==> src/rtl/m16_deframer_if.sv <==
`default_nettype none
// +--------------------------------------------------------------------------+
// | Module   : m16_deframer_if                                               |
// | Purpose  : Bundles the serial input and the recovered-word outputs of    |
// |            the M16 deframer.                                             |
// | Signals  : iBitEn      - bit strobe, iSerial valid on this cycle         |
// |            iSerial     - NRZ serial data, MSB of each word first         |
// |            oWord       - recovered 12-bit word                           |
// |            oWordValid  - one-cycle pulse, oWord/oAddr/oNumGrp valid      |
// |            oAddr       - word index inside the frame                     |
// |            oNumGrp     - group number of oAddr                           |
// |            oFrameStart - pulses with oWordValid when oAddr == 0          |
// |            oLocked     - high while frame sync is held                   |
// |            oErrCnt     - marker-miss counter                             |
// | Modports : slave  - the deframer (consumes bits, produces words)         |
// |            master - the environment (drives bits, observes words)        |
// | Revision : 1.0 - initial release                                         |
// +--------------------------------------------------------------------------+
interface m16_deframer_if;
  logic        iBitEn;
  logic        iSerial;
  logic [11:0] oWord;
  logic        oWordValid;
  logic [10:0] oAddr;
  logic [4:0]  oNumGrp;
  logic        oFrameStart;
  logic        oLocked;
  logic [15:0] oErrCnt;

  modport slave (
    input  iBitEn,
    input  iSerial,
    output oWord,
    output oWordValid,
    output oAddr,
    output oNumGrp,
    output oFrameStart,
    output oLocked,
    output oErrCnt
  );

  modport master (
    output iBitEn,
    output iSerial,
    input  oWord,
    input  oWordValid,
    input  oAddr,
    input  oNumGrp,
    input  oFrameStart,
    input  oLocked,
    input  oErrCnt
  );
endinterface
`default_nettype wire

==> src/rtl/m16_deframer.sv <==
`default_nettype none
// +--------------------------------------------------------------------------+
// | Module   : m16_deframer                                                  |
// | Purpose  : Receive stage for the M16 serial Orbita stream. Shifts in one |
// |            bit per strobe, hunts for the 12-bit marker word, verifies it |
// |            over consecutive frames, then delivers each recovered word    |
// |            with its in-frame address and group number while locked.     |
// | Ports    : clk   - system clock, rising edge                             |
// |            reset - synchronous, active-low                               |
// |            bus   - m16_deframer_if.slave (serial in, recovered words out)|
// | Options  : M16_DEFRAMER_ERRCNT_EN - when defined, oErrCnt counts marker  |
// |            mismatches seen in VERIFY and LOCKED (saturating, cleared     |
// |            only by reset); otherwise oErrCnt is tied to zero.            |
// | Revision : 1.0 - initial release                                         |
// +--------------------------------------------------------------------------+
module m16_deframer #(
  parameter logic [11:0] SYNC_WORD   = 12'hE26,
  parameter int          FRAME_WORDS = 2048,
  parameter int          GRP_WORDS   = 64,
  parameter int          LOCK_CNT    = 2,
  parameter int          LOSS_CNT    = 2
) (
  input  wire logic     clk,
  input  wire logic     reset,
  m16_deframer_if.slave bus
);

  localparam int         ADDR_W    = $clog2(FRAME_WORDS);
  localparam int         GRP_SHIFT = $clog2(GRP_WORDS);
  localparam logic [7:0] c_lockCnt = 8'(LOCK_CNT);
  localparam logic [7:0] c_lossCnt = 8'(LOSS_CNT);
  localparam logic [3:0] c_lastBit = 4'd11;

  typedef enum logic [1:0] {
    HUNT   = 2'd0,
    VERIFY = 2'd1,
    LOCKED = 2'd2
  } state_t;

  state_t r_state;
  state_t w_nextState;

  // Only 11 bits are kept: the 12th bit of any candidate word is the bit
  // arriving on the current strobe.
  logic [10:0]       r_sh;
  logic [3:0]        r_bitCnt;
  logic [ADDR_W-1:0] r_addr;
  logic [7:0]        r_good;
  logic [7:0]        r_miss;

  logic [11:0] r_word;
  logic        r_wordValid;
  logic [10:0] r_addrOut;
  logic [4:0]  r_grpOut;
  logic        r_frameStart;
  logic        r_locked;

  logic [11:0] w_shNext;
  logic        w_wordDone;
  logic        w_markerSlot;
  logic        w_markerOk;
  logic        w_markerBad;
  logic        w_huntHit;
  logic        w_emit;

  assign w_shNext     = {r_sh, bus.iSerial};
  assign w_huntHit    = bus.iBitEn && (r_state == HUNT) && (w_shNext == SYNC_WORD);
  assign w_wordDone   = bus.iBitEn && (r_state != HUNT) && (r_bitCnt == c_lastBit);
  assign w_markerSlot = w_wordDone && (r_addr == '0);
  assign w_markerOk   = w_markerSlot && (w_shNext == SYNC_WORD);
  assign w_markerBad  = w_markerSlot && (w_shNext != SYNC_WORD);

  // Words are delivered while locked, including the marker that completes
  // lock and the marker that causes loss of lock.
  assign w_emit = w_wordDone && ((r_state == LOCKED) || (w_nextState == LOCKED));

  // ---------------------------------------------------------------- FSM --
  always_ff @(posedge clk) begin
    if (!reset) begin
      r_state <= HUNT;
    end else begin
      r_state <= w_nextState;
    end
  end

  always_comb begin
    w_nextState = r_state;
    case (r_state)
      HUNT: begin
        if (w_huntHit) begin
          w_nextState = VERIFY;
        end
      end
      VERIFY: begin
        if (w_markerOk && ((r_good + 8'd1) >= c_lockCnt)) begin
          w_nextState = LOCKED;
        end else if (w_markerBad) begin
          w_nextState = HUNT;
        end
      end
      LOCKED: begin
        if (w_markerBad && ((r_miss + 8'd1) >= c_lossCnt)) begin
          w_nextState = HUNT;
        end
      end
      default: begin
        w_nextState = HUNT;
      end
    endcase
  end

  // ----------------------------------------------------------- datapath --
  always_ff @(posedge clk) begin
    if (!reset) begin
      r_sh         <= '0;
      r_bitCnt     <= '0;
      r_addr       <= '0;
      r_good       <= '0;
      r_miss       <= '0;
      r_word       <= '0;
      r_wordValid  <= 1'b0;
      r_addrOut    <= '0;
      r_grpOut     <= '0;
      r_frameStart <= 1'b0;
      r_locked     <= 1'b0;
    end else begin
      r_wordValid  <= 1'b0;
      r_frameStart <= 1'b0;
      r_locked     <= (w_nextState == LOCKED);

      if (bus.iBitEn) begin
        r_sh <= w_shNext[10:0];

        if (r_state == HUNT) begin
          // The marker just found is word 0, so the next word is word 1.
          if (w_huntHit) begin
            r_bitCnt <= 4'd0;
            r_addr   <= ADDR_W'(1);
            r_good   <= 8'd1;
            r_miss   <= 8'd0;
          end
        end else begin
          r_bitCnt <= (r_bitCnt == c_lastBit) ? 4'd0 : (r_bitCnt + 4'd1);

          // Frame length is a power of two, so the counter wraps by itself.
          if (w_wordDone) begin
            r_addr <= r_addr + ADDR_W'(1);
          end

          if (w_markerOk) begin
            r_miss <= 8'd0;
            if (r_state == VERIFY) begin
              r_good <= r_good + 8'd1;
            end
          end

          if (w_markerBad && (r_state == LOCKED)) begin
            r_miss <= r_miss + 8'd1;
          end
        end

        if (w_emit) begin
          r_word       <= w_shNext;
          r_wordValid  <= 1'b1;
          r_addrOut    <= 11'(r_addr);
          r_grpOut     <= 5'(r_addr >> GRP_SHIFT);
          r_frameStart <= (r_addr == '0);
        end
      end
    end
  end

  assign bus.oWord       = r_word;
  assign bus.oWordValid  = r_wordValid;
  assign bus.oAddr       = r_addrOut;
  assign bus.oNumGrp     = r_grpOut;
  assign bus.oFrameStart = r_frameStart;
  assign bus.oLocked     = r_locked;

  // ------------------------------------------------- marker-miss counter --
`ifdef M16_DEFRAMER_ERRCNT_EN
  logic [15:0] r_errCnt;

  always_ff @(posedge clk) begin
    if (!reset) begin
      r_errCnt <= '0;
    end else if (w_markerBad && (r_errCnt != 16'hFFFF)) begin
      r_errCnt <= r_errCnt + 16'd1;
    end
  end

  assign bus.oErrCnt = r_errCnt;
`else
  assign bus.oErrCnt = 16'h0000;
`endif

endmodule
`default_nettype wire

==> src/flat_wrapper.sv <==
// flat-port wrapper written by rule: the top's interface ports become plain ports
module m16_deframer_flat 
#(
  parameter logic [11:0] SYNC_WORD   = 12'hE26,
  parameter int          FRAME_WORDS = 2048,
  parameter int          GRP_WORDS   = 64,
  parameter int          LOCK_CNT    = 2,
  parameter int          LOSS_CNT    = 2
)
  (clk, reset, bus_iBitEn, bus_iSerial, bus_oWord, bus_oWordValid, bus_oAddr, bus_oNumGrp, bus_oFrameStart, bus_oLocked, bus_oErrCnt);
  m16_deframer_if bus_i ();
  input  wire logic clk;
  input  wire logic reset;
  input wire logic [$bits(bus_i.iBitEn)-1:0] bus_iBitEn;
  input wire logic [$bits(bus_i.iSerial)-1:0] bus_iSerial;
  output wire logic [$bits(bus_i.oWord)-1:0] bus_oWord;
  output wire logic [$bits(bus_i.oWordValid)-1:0] bus_oWordValid;
  output wire logic [$bits(bus_i.oAddr)-1:0] bus_oAddr;
  output wire logic [$bits(bus_i.oNumGrp)-1:0] bus_oNumGrp;
  output wire logic [$bits(bus_i.oFrameStart)-1:0] bus_oFrameStart;
  output wire logic [$bits(bus_i.oLocked)-1:0] bus_oLocked;
  output wire logic [$bits(bus_i.oErrCnt)-1:0] bus_oErrCnt;
  assign bus_i.iBitEn = bus_iBitEn;
  assign bus_i.iSerial = bus_iSerial;
  assign bus_oWord = bus_i.oWord;
  assign bus_oWordValid = bus_i.oWordValid;
  assign bus_oAddr = bus_i.oAddr;
  assign bus_oNumGrp = bus_i.oNumGrp;
  assign bus_oFrameStart = bus_i.oFrameStart;
  assign bus_oLocked = bus_i.oLocked;
  assign bus_oErrCnt = bus_i.oErrCnt;
  m16_deframer #(.SYNC_WORD(SYNC_WORD), .FRAME_WORDS(FRAME_WORDS), .GRP_WORDS(GRP_WORDS), .LOCK_CNT(LOCK_CNT), .LOSS_CNT(LOSS_CNT)) u_core (.clk(clk), .reset(reset), .bus(bus_i));
endmodule
==> config.mk <==
export PLATFORM = sky130hd
export DESIGN_NAME = m16_deframer_flat
export DESIGN_NICKNAME = d
export VERILOG_FILES = /design/src/rtl/m16_deframer_if.sv /design/src/rtl/m16_deframer.sv /design/src/flat_wrapper.sv
export SDC_FILE = /design/constraint.sdc
export NUM_CORES = 1
export LEC_CHECK = 0
export CAP_MARGIN = 20
export CORE_MARGIN = 2
export CORE_UTILIZATION = 50
export DETAILED_ROUTE_END_ITERATION = 6
export DONT_BUFFER_PORTS = 1
export GPL_TIMING_DRIVEN = 1
export PLACE_DENSITY_LB_ADDON = 0.12
export SLEW_MARGIN = 10
export SYNTH_ARGS = -nofsm -noshare
export SYNTH_HDL_FRONTEND = slang
export SYNTH_SLANG_ARGS = --single-unit
==> constraint.sdc <==
create_clock -name clk -period 2.3 [get_ports clk]
set_input_delay 0.23 -clock clk [delete_from_list [all_inputs] [get_ports clk]]
set_output_delay 0.23 -clock clk [all_outputs]
set_load 0.03 [all_outputs]
==> results.ini, run 1 <==
[clock_network]
clock_path_buffers=2
ctsHtreeMaxLevel=3
clk_latency_ps=340
clk_pin_slew_ps=80
cts_root_buf=clkbuf_8
cts_tree=built
cts_sinks=70
numCtsBuffers=9

[cells_and_area]
nFillCells=634
area_delta_synth_final_pct=12.9
post-route-cell-area_sq_um=3910
fin_nets=430
drive_gt1_frac=0.163
stdcell_count=504
seq_area_sq_um=1400
diodes=0
multiInputGateArea_sq_um=1860

[detailed_routing]
drt-total-wl_mm=6.77
drtPass1Iterations=4
drc=0
drt_iter0_markers=85
vias=2701
post_drt_via_cell_ratio=5.36
wl_per_cell_um=13.4
antenna_left=0

[synthesis]
synth.top_cell.area_share=0.405
ys_ff_latch=70
syn_area_per_cell_sq_um=8.60
syn_area_sq_um=3460
synthTopCellsByCount=70 x dfxtp_1, 65 x nand2_1, 43 x nor2_1
synth_edf_count=0
ys.flop_type=dfxtp_1
yosysTopAreaCell=dfxtp_1
synth.most_common_cell=dfxtp_1
synth_warnings=0
yosysSeqAreaShare=0.405
syn-instance-count=402
ys_types=50
async_reset_ff_frac=0
yosys-top-cells-area=dfxtp_1 41%, mux2i_1 11%, nand2_1 7.1%

[critical_path]
required_ps=2570
critPathMaxFanout=7
reg2reg_slack_ps=10
worstSetupStartpointType=flop
worstSetupPathType=reg -> reg
endpoint_kind=flop
worstPathArrival_ps=2560
cpPeakStageDelay_ps=530
cpMaxStageDelayCell=or4b_4
path_cells=or4b_4 -> or4_4 -> o31a_4 -> or3_1 -> a21oi_1

[timing]
worst_slack_ps=11.0
skew_ps=9.80
period_share=0.995
setup_viol=0
slew_headroom=0.600
setup_tns_ps=0
slew_violations=0
maxClockFrequency_mhz=437
hold_ws_ps=29.6
tightest_slew_ps=599
rsz0062_at_grt=true
hold_violations=0
period_minus_slack_ps=2290

[grt]
grt.overflow.total=0
grt_pass1_vias=2439
antenna_found_initial=0
grt_use_total=0.183
grt_pass1_wl_mm=11.0
grt_max_degree=54

[job]
cap_violations=0

[floorplanning]
die_width_um=87.2
die_h_um=87.2
coreArea_sq_um=6760
initial_core_util=0.512
pin_count=51
die-area_sq_um=7600
rows=30

[worst_hold_path]
hp-class=in -> reg

[power]
irDropWorstVdd_mv=0.461
p_leak_uw=0.00160
power_density_nw_per_um2=630

[placement]
dp.cells=480
pre_cts_slack_ps=45.2
place_congestion=0.815
portBuffers=0
hpwl_mm=4.58
placed_area_sq_um=3570

[run_status]
status=completed

## registers in the layout (all words and copies together) (netlist names)
signal / count
u_core.r_good: 8
u_core.r_addr: 11
u_core.bus.oNumGrp: 5
u_core.r_bitCnt: 4
u_core.bus.oLocked: 1
u_core.r_sh: 11
u_core.bus.oWordValid: 1
u_core.r_state: 2
u_core.bus.oFrameStart: 1
u_core.bus.oAddr: 6
u_core.bus.oWord: 12
u_core.r_miss: 8
## layout by cell type (no fill, tap or decap), types with 5 or more instances in the layout
cell type,synthesis,layout
buf_4,21,30
ha_1,7,6
nand3_1,14,14
nand2_1,65,64
dfxtp_1,70,69
nand4_1,6,6
a311oi_1,5,5
nor2_1,43,43
xnor2_1,8,8
o21ai_0,10,6
nor2b_1,6,6
inv_1,9,9
nor4_1,5,5
a21oi_1,13,13
clkbuf_8,0,9
mux2i_1,37,37
conb_1,1,16
## worst paths after layout
| check | start | to | cells past startpoint |
|---|---|---|---|
| hold / removal | bus_iSerial | u_core.bus.oWord[0] | 2 |
| hold reg to reg | u_core.r_sh[10] | u_core.bus.oWord[11] | 2 |
| setup / recovery | u_core.r_sh[2] | u_core.r_addr[3] | 5 |
| setup reg to reg | u_core.r_sh[2] | u_core.r_addr[3] | 5 |
## layout make-up
type | instances | share of cell area
Sequential cell | 70 | 0.359
Multi-Input combinational cell | 297 | 0.477
Timing Repair Buffer | 32 | 0.0679
Tap cell | 80 | 0.0256
Clock inverter | 5 | 0.0276
Clock buffer | 11 | 0.0336
Inverter | 9 | 0.00865
## power by group
| part | total (uW) | leakage (uW) | internal, uW | switching, uW |
|---|---|---|---|---|
| clock | 1180 | 0.000118 | 725 | 458 |
| sequential | 1220 | 0.000564 | 1210 | 1.90 |
| combinational | 61.9 | 0.000922 | 12.0 | 50.0 |
## worst max-delay path, delay by kind of cell, from the launching register on
family / cells / cell delay [ps]
simple gates: 3 / 1360
compound gates: 2 / 530
flops: 1 / 320
## logic make-up after synthesis
family                   count (synthesis)  share of synthesized area
AND/OR/NAND/NOR                        175                      0.248
other                                    1                    0.00108
XOR/XNOR                                12                     0.0304
buffers and inverters                   50                     0.0847
flip-flops                              70                      0.405
AO/OA/AOI/OAI                           50                     0.0980
adder cells (fa/ha/maj)                  7                     0.0253
multiplexers                            37                      0.107
## stage by stage
stage               utilization  total power (uW)
global route              0.578              2540
detailed placement        0.528              1310
floorplan                     -              1330
CTS                       0.563              2490
global placement          0.528              1310
finish                    0.578              2460
## what timing repair did
action / 4_1_cts / 5_1_grt
setup endpoints to repair: 0 / 40
buffers inserted: 0 / 8
hold endpoints to repair: 0 / 0
gates resized for setup: 0 / 14
hold buffers: 0 / 0
## layer usage
layer | share of wire | track usage | vias up
li1 | - | - | 1387
met1 | 0.47 | 0.237 | 1270
met2 | 0.49 | 0.298 | 36
met3 | 0.031 | 0.0578 | 8
met4 | 0.0078 | 0.0448 | 0
met5 | 0 | 0 | -
Note: power is estimated with default switching activity, not from simulation.
==> run 2, diff against run 1 <==
==> constraint.sdc (replaced) <==
create_clock -name clk -period 2.6 [get_ports clk]
set_input_delay 0.26 -clock clk [delete_from_list [all_inputs] [get_ports clk]]
set_output_delay 0.26 -clock clk [all_outputs]
set_load 0.05 [all_outputs]
==> run 2 against run 1 <==
  * Global-route usage is 0.49 points higher
  * Critical path type unchanged
  * Flip-flop and latch count stayed put
  * Cell count decreased by 3.4%
  * Largest cell class unchanged
  * Hold slack better by 1.1 ps
  * Sequential share of layout area rose by 1.8 points
  * Non-clock buffer count decreased by 17
  * Via count decreased by 2.3%
  * Design area decreased by 4.8%
==> results.ini, run 2 (same netlist as run 1, synthesis figures left out) <==
[run_status]
status=completed

[worst_hold_path]
hold_end=u_core.r_good[1]
hp-start=reset
hp-class=in -> reg
hold-path-cell-count=1

[clock_network]
clk_pin_slew_ps=80
cts_root_buf=clkbuf_8
clk_latency_ps=350
numCtsBuffers=9
ctsHtreeMaxLevel=3
cts_sinks=70
clock_path_buffers=2
hold_buffers=0
cts_tree=built

[critical_path]
path_cells=or4b_4 -> or4_4 -> or3_1 -> o211a_2 -> o21ai_0 -> a21oi_1
cpPeakStageDelay_ps=550
worstSetupStartpoint=u_core.r_sh[2]
worstSetupStartpointType=flop
r2r_cells=6
required_ps=2830
critPathMaxFanout=8
rr_endpoint=u_core.r_miss[4]
reg2reg_slack_ps=240
worstPathArrival_ps=2590
r2r-start=u_core.r_sh[2]
worstSetupPathType=reg -> reg
endpoint_kind=flop
cpMaxStageDelayCell=or4b_4

[timing]
setup_viol=0
slew_headroom=0.348
period_share=0.906
tightest_slew_ps=977
hold_ws_ps=30.7
period_minus_slack_ps=2360
slew_violations=0
rsz0062_at_grt=false
maxClockFrequency_mhz=424
worst_slack_ps=244
setup_tns_ps=0
hold_violations=0
skew_ps=10.6

[power]
sw_frac_of_total=0.230
pwr-share-clk=0.467
p_leak_uw=0.00151
comb_power_share=0.032
internal-power_uw=1650
power_frac_seq=0.501
irDropWorstVdd_mv=0.437
power_switching_uw=494
power_density_nw_per_um2=578

[floorplanning]
rows=30
initial_core_util=0.512
coreArea_sq_um=6760
die_width_um=87.2
die-area_sq_um=7600
pin_count=51
die_h_um=87.2

[placement]
hpwl_mm=4.44
place_congestion=0.796
placed_area_sq_um=3480
pre_cts_slack_ps=265
portBuffers=0

[cells_and_area]
drive_gt1_frac=0.113
final_common_cell=dfxtp_1
nFillCells=617
post-route-cell-area_sq_um=3720
diodes=0
area_delta_synth_final_pct=7.49
final_cell_mix=70 x dfxtp_1, 65 x nand2_1, 43 x nor2_1
post-route-util=0.550
largest_reg_flops=12
fin_nets=413

[detailed_routing]
post_drt_via_cell_ratio=5.42
wl_per_cell_um=13.5
drc=0
antenna_left=0
vias=2639
drt_iter0_markers=135
drtPass1Iterations=4
drt-total-wl_mm=6.59

[grt]
grt.overflow.total=0
grt_max_degree=54
grt_pass1_wl_mm=11.3
grt_use_total=0.188
antenna_found_initial=0
grt_pass1_vias=2410

[job]
cap_violations=0

==> run 2: cell count changes in the layout (fill, tap and decap cells not counted), sizes merged <==
cell / change
buf: -17
clkbuf: -1
inv: +1
clkinvlp: +1
bufinv: -1
==> run 2: stage by stage <==
| stage | total power, uW | instances |
|---|---|---|
| final | 2150 | 487 |
| after detailed placement | 1170 | 470 |
| after global placement | 1170 | 470 |
| after floorplan | 1200 | 417 |
| after global routing | 2220 | 487 |
| after CTS | 2180 | 486 |
==> run 2: worst max path at each step <==
stage	endpoint	cells after the start
final	u_core.r_miss[4]	6
after detailed placement	u_core.r_miss[4]	6
after floorplan	u_core.r_miss[7]	7
after global placement	u_core.bus.oLocked	7
after global routing	u_core.r_miss[3]	6
after CTS	u_core.bus.oLocked	7
==> run 2: area by class of cell <==
type                       count  area (sq um)  area share
clock buffer                  10           138      0.0370
inverter                       9          33.8     0.00909
multi-input combinational    297          1830       0.491
tap                           80           100      0.0269
sequential                    70          1400       0.377
clock inverter                 6          93.8      0.0252
timing repair buffer          15           125      0.0337
==> run 2: what timing repair did <==
action / 4_1_cts / 5_1_grt
setup buffers: 0 / 1
setup endpoints to repair: 0 / 2
resized for setup: 0 / 0
endpoints found under the hold margin: 0 / 0
==> run 2: routing by layer <==
layer | vias up | part of all wire | track usage
met4 | 0 | 0.011 | 0.0671
met2 | 37 | 0.47 | 0.293
met5 | - | 0 | 0
li1 | 1353 | - | -
met3 | 8 | 0.032 | 0.0512
met1 | 1241 | 0.49 | 0.251
==> run 2: power groups by stage <==
stage | Clock (uW) | Sequential (uW) | Combinational [uW]
floorplan | 0 | 1100 | 99.1
global placement | 0 | 1100 | 70.1
detailed placement | 0 | 1100 | 69.8
CTS | 1030 | 1070 | 69.9
global route | 1070 | 1080 | 74.5
finish | 1000 | 1070 | 69.7
==> run 2: worst max-delay path: cells and delay by family, from the launching register on <==
family	cells	cell delay [ps]
AO/OA/AOI/OAI	3	470
flip-flops	1	340
AND/OR/NAND/NOR	3	1420
==> run 3, diff against run 2 <==
TNS_END_PERCENT = 100   (was default)
==> results of run 3 <==
The final DEF is identical to that of run 2; final timing and power are the same.
